## src/rtl/reg_unloader_if.sv

```systemverilog
// Snapshot request and narrow beat stream between a wide register
// and its host-facing consumer.
interface reg_unloader_if #(
  parameter int WIDTH = 64,
  parameter int CHUNK = 32
);
  logic             snap_req;
  logic [WIDTH-1:0] snap_data;
  logic             snap_ack;
  logic             busy;
  logic             out_valid;
  logic [CHUNK-1:0] out_data;
  logic             out_last;
  logic             out_ready;

  modport master (
    output snap_req,
    output snap_data,
    output out_ready,
    input  snap_ack,
    input  busy,
    input  out_valid,
    input  out_data,
    input  out_last
  );

  modport slave (
    input  snap_req,
    input  snap_data,
    input  out_ready,
    output snap_ack,
    output busy,
    output out_valid,
    output out_data,
    output out_last
  );
endinterface

```

## src/rtl/reg_unloader.sv

```systemverilog
// Captures a wide register value and drains it LSB-chunk first
// as CHUNK-bit beats over a valid/ready stream.
module reg_unloader #(
  parameter int WIDTH = 64,
  parameter int CHUNK = 32
) (
  input  logic          clk,
  input  logic          rst,
  reg_unloader_if.slave bus
);
  localparam int NUM_CHUNKS = (WIDTH + CHUNK - 1) / CHUNK;
  localparam int IDXW =
    (NUM_CHUNKS > 1) ? $clog2(NUM_CHUNKS) : 1;
  localparam int SLOTS = 1 << IDXW;
  localparam int SW = SLOTS * CHUNK;
  localparam logic [IDXW-1:0] LAST_IDX =
    IDXW'(NUM_CHUNKS - 1);
  localparam logic ONE_BEAT = (NUM_CHUNKS == 1);

  typedef enum logic {
    IDLE,
    SEND
  } state_t;

  state_t                       state;
  logic [SLOTS-1:0][CHUNK-1:0]  shadow;
  logic [IDXW-1:0]              idx;
  logic [IDXW-1:0]              idx_nxt;
  logic [SW-1:0]                snap_pad;
  logic                         accept;

  // Shadow is sized to a power-of-two slot count so idx
  // always indexes in range; unused slots stay zero.
  always_comb begin
    snap_pad = '0;
    snap_pad[WIDTH-1:0] = bus.snap_data;
  end

  assign idx_nxt = idx + IDXW'(1);

  // out_last is only ever set while in SEND
  assign accept = bus.snap_req &
    ((state == IDLE) | (bus.out_ready & bus.out_last));

  always_ff @(posedge clk) begin
    if (rst) begin
      state         <= IDLE;
      shadow        <= '0;
      idx           <= '0;
      bus.snap_ack  <= 1'b0;
      bus.busy      <= 1'b0;
      bus.out_valid <= 1'b0;
      bus.out_data  <= '0;
      bus.out_last  <= 1'b0;
    end else begin
      bus.snap_ack <= accept;
      if (accept) begin
        state         <= SEND;
        shadow        <= snap_pad;
        idx           <= '0;
        bus.busy      <= 1'b1;
        bus.out_valid <= 1'b1;
        bus.out_data  <= snap_pad[CHUNK-1:0];
        bus.out_last  <= ONE_BEAT;
      end else begin
        unique case (state)
          IDLE: begin
            bus.busy      <= 1'b0;
            bus.out_valid <= 1'b0;
          end
          SEND: begin
            if (bus.out_ready) begin
              if (bus.out_last) begin
                state         <= IDLE;
                bus.busy      <= 1'b0;
                bus.out_valid <= 1'b0;
                bus.out_data  <= '0;
                bus.out_last  <= 1'b0;
              end else begin
                idx          <= idx_nxt;
                bus.out_data <= shadow[idx_nxt];
                bus.out_last <= (idx_nxt == LAST_IDX);
              end
            end
          end
          default: state <= IDLE;
        endcase
      end
    end
  end
endmodule
```

## src/flat_wrapper.sv

```systemverilog
// flat-port wrapper written by rule: the top's interface ports become plain ports
module reg_unloader_flat 
#(
  parameter int WIDTH = 64,
  parameter int CHUNK = 32
)
  (clk, rst, bus_snap_req, bus_snap_data, bus_out_ready, bus_snap_ack, bus_busy, bus_out_valid, bus_out_data, bus_out_last);
  reg_unloader_if #(.WIDTH(WIDTH), .CHUNK(CHUNK)) bus_i ();
  input  logic clk;
  input  logic rst;
  input wire logic [$bits(bus_i.snap_req)-1:0] bus_snap_req;
  input wire logic [$bits(bus_i.snap_data)-1:0] bus_snap_data;
  input wire logic [$bits(bus_i.out_ready)-1:0] bus_out_ready;
  output wire logic [$bits(bus_i.snap_ack)-1:0] bus_snap_ack;
  output wire logic [$bits(bus_i.busy)-1:0] bus_busy;
  output wire logic [$bits(bus_i.out_valid)-1:0] bus_out_valid;
  output wire logic [$bits(bus_i.out_data)-1:0] bus_out_data;
  output wire logic [$bits(bus_i.out_last)-1:0] bus_out_last;
  assign bus_i.snap_req = bus_snap_req;
  assign bus_i.snap_data = bus_snap_data;
  assign bus_i.out_ready = bus_out_ready;
  assign bus_snap_ack = bus_i.snap_ack;
  assign bus_busy = bus_i.busy;
  assign bus_out_valid = bus_i.out_valid;
  assign bus_out_data = bus_i.out_data;
  assign bus_out_last = bus_i.out_last;
  reg_unloader #(.WIDTH(WIDTH), .CHUNK(CHUNK)) u_core (.clk(clk), .rst(rst), .bus(bus_i));
endmodule
```

## config.mk

```make
export PLATFORM = sky130hd
export DESIGN_NAME = reg_unloader_flat
export DESIGN_NICKNAME = d
export VERILOG_FILES = /design/src/rtl/reg_unloader_if.sv /design/src/rtl/reg_unloader.sv /design/src/flat_wrapper.sv
export SDC_FILE = /design/constraint.sdc
export NUM_CORES = 1
export LEC_CHECK = 0
export BUFFER_PORTS_ARGS = -buffer_cell sky130_fd_sc_hd__buf_2
export CORE_ASPECT_RATIO = 1.5
export CORE_MARGIN = 1.5
export CORE_UTILIZATION = 36
export DETAILED_ROUTE_END_ITERATION = 6
export PLACE_DENSITY = 0.59
export SLEW_MARGIN = 20
export SYNTH_ARGS = -nofsm -noshare
export SYNTH_HDL_FRONTEND = slang
export SYNTH_SLANG_ARGS = --single-unit
```

## constraint.sdc

```tcl
create_clock -name clk -period 3 [get_ports clk]
set_input_delay 0.45 -clock clk [delete_from_list [all_inputs] [get_ports clk]]
set_output_delay 0.45 -clock clk [all_outputs]
set_load 0.01 [all_outputs]
```

# After elaboration in Yosys (flattened, before gate mapping)
# Cells that the tools add are included.
[classes]
addsub = 1
n_mul = 0
n_div = 0
n_lt_le_gt_ge = 1
eq_ne = 2
shift = 0
muxes = 15
bitwise_logic = 5
n_reduce_logical = 7
[ops]
columns = ["cell", "n"]
rows = [
  ["two-way mux 32 bit", 6],
  ["two-way mux 1 bit", 8],
  ["AND reduction 2 bit", 3],
  ["nonzero test 2 bit", 2],
  ["inequality test 3 x 2 -> 1 bit, second input constant", 1],
  ["inequality test 3 bit, second input constant", 1],
  ["AND reduction 3 bit", 1],
  ["AND 1 bit", 2],
  ["less-than comparator 1 x 2 -> 1 bit, second input constant", 1],
  ["inverter 1 bit", 2],
  ["one-hot mux 1 bit (2 select lines)", 1],
  ["OR reduction 2 bit", 1],
  ["adder 1 bit, second input constant", 1],
  ["bitwise OR 1 bit", 1],
]
[word_totals]
ff_bits = 101
latch_bits = 0
ram_bits = 0
romBits = 0
input_bits = 68
output_inout_bits = 36
wordCells = 39
memories = 0

# Depth between registers and ports, before layout
[depth]
depth_word = 7
mapped_depth = 6
mapped_depth_nobuf = 3

# Worst setup path before layout
# OpenSTA, ideal clock, no wires.
[synth_timing]
kind = "input-to-reg"
start = "input port rst"
end = "register u_core.bus.out_data[0]"
setup_ns = 0.147
arrival_ns = 1.209
required_time_ns = 2.853
setup_slack_ns = 1.645
stages = 3
path_buffers = 2
path_cell_list = "clkbuf_1 -> clkbuf_1 -> a311oi_2"
[synth_lines]
columns = ["item", "line", "rtl"]
rows = [
  ["start: declaration", "flat_wrapper.sv:10", "input logic rst;"],
  ["end signal: assignment", "reg_unloader.sv:63", "bus.out_data <= snap_pad[CHUNK-1:0];"],
  ["end signal: assignment", "reg_unloader.sv:81", "bus.out_data <= shadow[idx_nxt];"],
  ["end: declaration", "reg_unloader_if.sv:34", "output out_data,"],
]
# No word-level cell between the ends.

# Final worst setup path
[layout_timing]
start = "register u_core.state"
end = "register u_core.shadow[4] in the netlist's numbering"
[layout_via]
elab_chain_cells = 3
[layout_rtl]
columns = ["item", "line", "rtl"]
rows = [
  ["start: declaration", "reg_unloader.sv:25", "state_t state;"],
  ["start signal: assignment", "reg_unloader.sv:47", "state <= IDLE;"],
  ["start signal: assignment", "reg_unloader.sv:58", "state <= SEND;"],
  ["start signal: assignment", "reg_unloader.sv:74", "state <= IDLE;"],
  ["inverter 1 bit", "reg_unloader.sv:43", "((state == IDLE) | (bus.out_ready & bus.out_last));"],
  ["bitwise OR 1 bit", "reg_unloader.sv:43", ""],
  ["AND 1 bit", "reg_unloader.sv:42", "assign accept = bus.snap_req &"],
  ["end signal: assignment", "reg_unloader.sv:59", "shadow <= snap_pad;"],
  ["end: declaration", "reg_unloader.sv:26", "logic [SLOTS-1:0][CHUNK-1:0] shadow;"],
]
# No other way between the ends.
# A chain may end at the register's enable or synchronous reset.

==> results.toml <==
[power_and_ir_drop]
power.ir.vdd_worst_mv = 0.299
power-per-cell-area_nw_per_um2 = 560
static_leakage_nw = 2.06
clock_power_share_pct = 34.7
pwr-share-seq_pct = 49.0
swShare_pct = 27.2
power.combinational.fraction_pct = 16.3
power.net_switching_w = 0.000830
internal_power_w = 0.00222

[flow_run]
maxCapViolCount = 0

[yosys]
synth-warning-count = 0
synth_async_sr_flop_share_pct = 0
synth.cells.most_frequent = "sky130_fd_sc_hd__dfxtp_1, sky130_fd_sc_hd__a21oi_1, sky130_fd_sc_hd__nand3_1"
synth_top_cell_area_share_pct = 42.8
synth.yosys.seq_area_share_pct = 42.8
mappedNetlistNets = 568
syn_inst = 500
post_synth_main_area_contributors = "sky130_fd_sc_hd__dfxtp_1, sky130_fd_sc_hd__a311oi_2, sky130_fd_sc_hd__a21oi_1, sky130_fd_sc_hd__nand3_1, sky130_fd_sc_hd__mux2_2"
synth_area_leader_cell = "sky130_fd_sc_hd__dfxtp_1"
postSynthRegisterBits = 101
postSynth.topFlopCell = "sky130_fd_sc_hd__dfxtp_1"
synth_edf_count = 0
synth_area_um2 = 4720
most_used_standard_cell_by_instance_count_after_synthesis = "sky130_fd_sc_hd__dfxtp_1"
syn_avg_cell_area_um2 = 9.44
netlist-cell-type-count = 29

[sta]
setup_repair_after_global_routing_missed_its_margin = "no"
fmax_mhz = 537
final_clock_period_utilization_by_the_worst_path_pct = 62.1
tightestPinTransition_ns = 1.04
clock_skew_ns = 0.00461
finalHoldViolations = 0
maxSlewHeadroom_pct = 30.8
fin_hold_ws_ns = 0.354
finalSetupTns_ns = 0
setup_viol = 0
fin_crit_ns = 1.86
maxSlewViolCount = 0

[layout]
n_fill_cell = 1328
sequential_cell_area_um2 = 2020
multiInputGateArea_um2 = 2340
diodes = 0
finish.net_count = 632
final_layout_size_suffix_gt1_share_pct = 36.3
area_delta_synth_final_pct = 15.4

[route]
totalWireLength_um = 12200
route.detailed.wl_per_inst_um = 16.8
remaining_drc_errors = 0
vias = 3968
dr.pass1.iters = 4
detail-route-antenna-nets = 0
drt-initial-drc-count = 203
post_drt_via_cell_ratio = 5.46

[clock_network]
cts_repair_resize_count = 0
number_of_buffers_created_by_cts = 9
cts_hold_repair.buffers = 0
ctsLongestPathBuffers = 2
cts_setup_buffers = 0
clk_transition_reported_paths_ns = 0.06
tritoncts = "done"
clk-insertion-delay-late_ns = 0.34
ctsHtreeMaxLevel = 3
cts_root_buffer = "sky130_fd_sc_hd__clkbuf_16"
tritoncts_num_sinks = 101

[placement]
finalWeightedCongestion = 0.698
placement.io_buffers = 103
hpwlAfterDp_um = 7480

[worst_setup_path]
critical_path.max_stage_delay_ns = 0.73
worstSetupEndpointType = "register"
crit_path_cell_trace = "a21boi_4 > buf_12 > o21ai_0 > a21oi_1"
critPathArrivalTime_ns = 2.13
crit_path_max_fanout = 35
critical_path_required_ns = 3.27
cp_class = "register to register"
cp-start-kind = "register"
worst_path_max_delay_cell = "sky130_fd_sc_hd__a21boi_4"

[grt]
grt_pass1_wl_um = 19300
vias_in_the_first_global_route = 3812
grt-ovfl-total = 0
total_global_route_track_usage_pct = 18.0
grt_max_degree = 67
grt_antenna_before_repair = 0

[status]
run_status = "finished clean"

[floorplan]
design.die.area_um2 = 13800
die_h_um = 143
core.rowCount = 51
initial_core_util_pct = 36.6
ios = 104
coreArea_um2 = 12900
chipWidth_um = 96.5

[worst_hold_path]
min-delay-path-class = "input port to register"
power by group through the flow:
stage / Combinational (W) / Sequential (W) / Clock (W)
floorplan: 0.000361 / 0.00152 / 0
global placement: 0.000491 / 0.00152 / 0
detailed placement: 0.000500 / 0.00153 / 0
CTS: 0.000501 / 0.00150 / 0.00108
global route: 0.000548 / 0.00151 / 0.00113
finish: 0.000497 / 0.00150 / 0.00106
per-layer routing:
layer / share of wire [%] / vias up / GRT usage [%] / wire, um
li1: - / 1952 / - / -
met1: 44 / 1925 / 22.9 / 5330
met2: 51 / 81 / 29.7 / 6170
met3: 4.4 / 10 / 3.73 / 537
met4: 1.4 / 0 / 5.95 / 174
met5: 0 / - / 0 / 0
state kept, by name, summed over array words and instances (netlist names):
register	flops
u_core.bus.out_data	32
u_core.bus.snap_ack	1
u_core.state	1
u_core.bus.busy	1
u_core.shadow	64
u_core.idx	1
u_core.bus.out_last	1
kinds of logic (layout without fill, tap and decap cells):
family	Yosys count	count (layout)	synth area share, %
flip-flops	101	101	42.8
AND/OR/NAND/NOR	137	137	16.4
multiplexers	33	33	7.95
AO/OA/AOI/OAI	168	168	24.9
buffers and inverters	61	129	7.90
stage by stage:
step	area [um2]	power [W]	util, %	setup slack [ns]	instances
floorplan	4720	0.00188	-	1.64	500
CTS	5450	0.00308	42.3	1.13	727
finish	5450	0.00305	42.3	1.14	727
global placement	5190	0.00201	40.3	0.952	712
detailed placement	5190	0.00203	40.3	0.894	712
global route	5450	0.00318	42.3	0.990	727
cell usage in the layout (no fill, tap or decap), types with 7 or more instances in the layout:
cell type and n:
sky130_fd_sc_hd__nand3_1 64, sky130_fd_sc_hd__mux2_2 26, sky130_fd_sc_hd__nor2_2 18, sky130_fd_sc_hd__a311oi_2 32, sky130_fd_sc_hd__dfxtp_1 100, sky130_fd_sc_hd__clkbuf_16 9, sky130_fd_sc_hd__o21ai_0 53, sky130_fd_sc_hd__o21ai_1 12
sky130_fd_sc_hd__buf_4 7, sky130_fd_sc_hd__nand3b_1 32, sky130_fd_sc_hd__buf_2 102, sky130_fd_sc_hd__nor2_1 16, sky130_fd_sc_hd__a21oi_1 67
critical path, delay by kind of cell (launching register included):
| family | cells | cell delay (ns) |
|---|---|---|
| DFF | 1 | 0.46 |
| AOI/OAI and AO/OA | 3 | 1.04 |
| buffers and inverters | 1 | 0.27 |
area by class of cell:
type / count / share of cell area [%]
clock buffers: 13 / 4.59
clock inverters: 2 / 0.184
inverters: 2 / 0.138
multi-input cells: 338 / 42.9
flip-flops and latches: 101 / 37.1
well taps: 159 / 3.65
repair buffers: 112 / 11.4
worst paths after layout:
check / start / endpoint / slack [ns] / cells after the start
worst max-delay path: u_core.state$_SDFF_PP0_ / u_core.shadow[4]$_SDFFE_PP0P_ / 1.14 / 4
worst min-delay path: bus_snap_data[47] / u_core.shadow[47]$_SDFFE_PP0P_ / 0.35 / 3
worst max register to register: u_core.state$_SDFF_PP0_ / u_core.shadow[4]$_SDFFE_PP0P_ / 1.14 / 4
worst min register to register: u_core.shadow[24]$_SDFFE_PP0P_ / u_core.shadow[24]$_SDFFE_PP0P_ / 0.47 / 2
(Power assumes the default switching activity.)
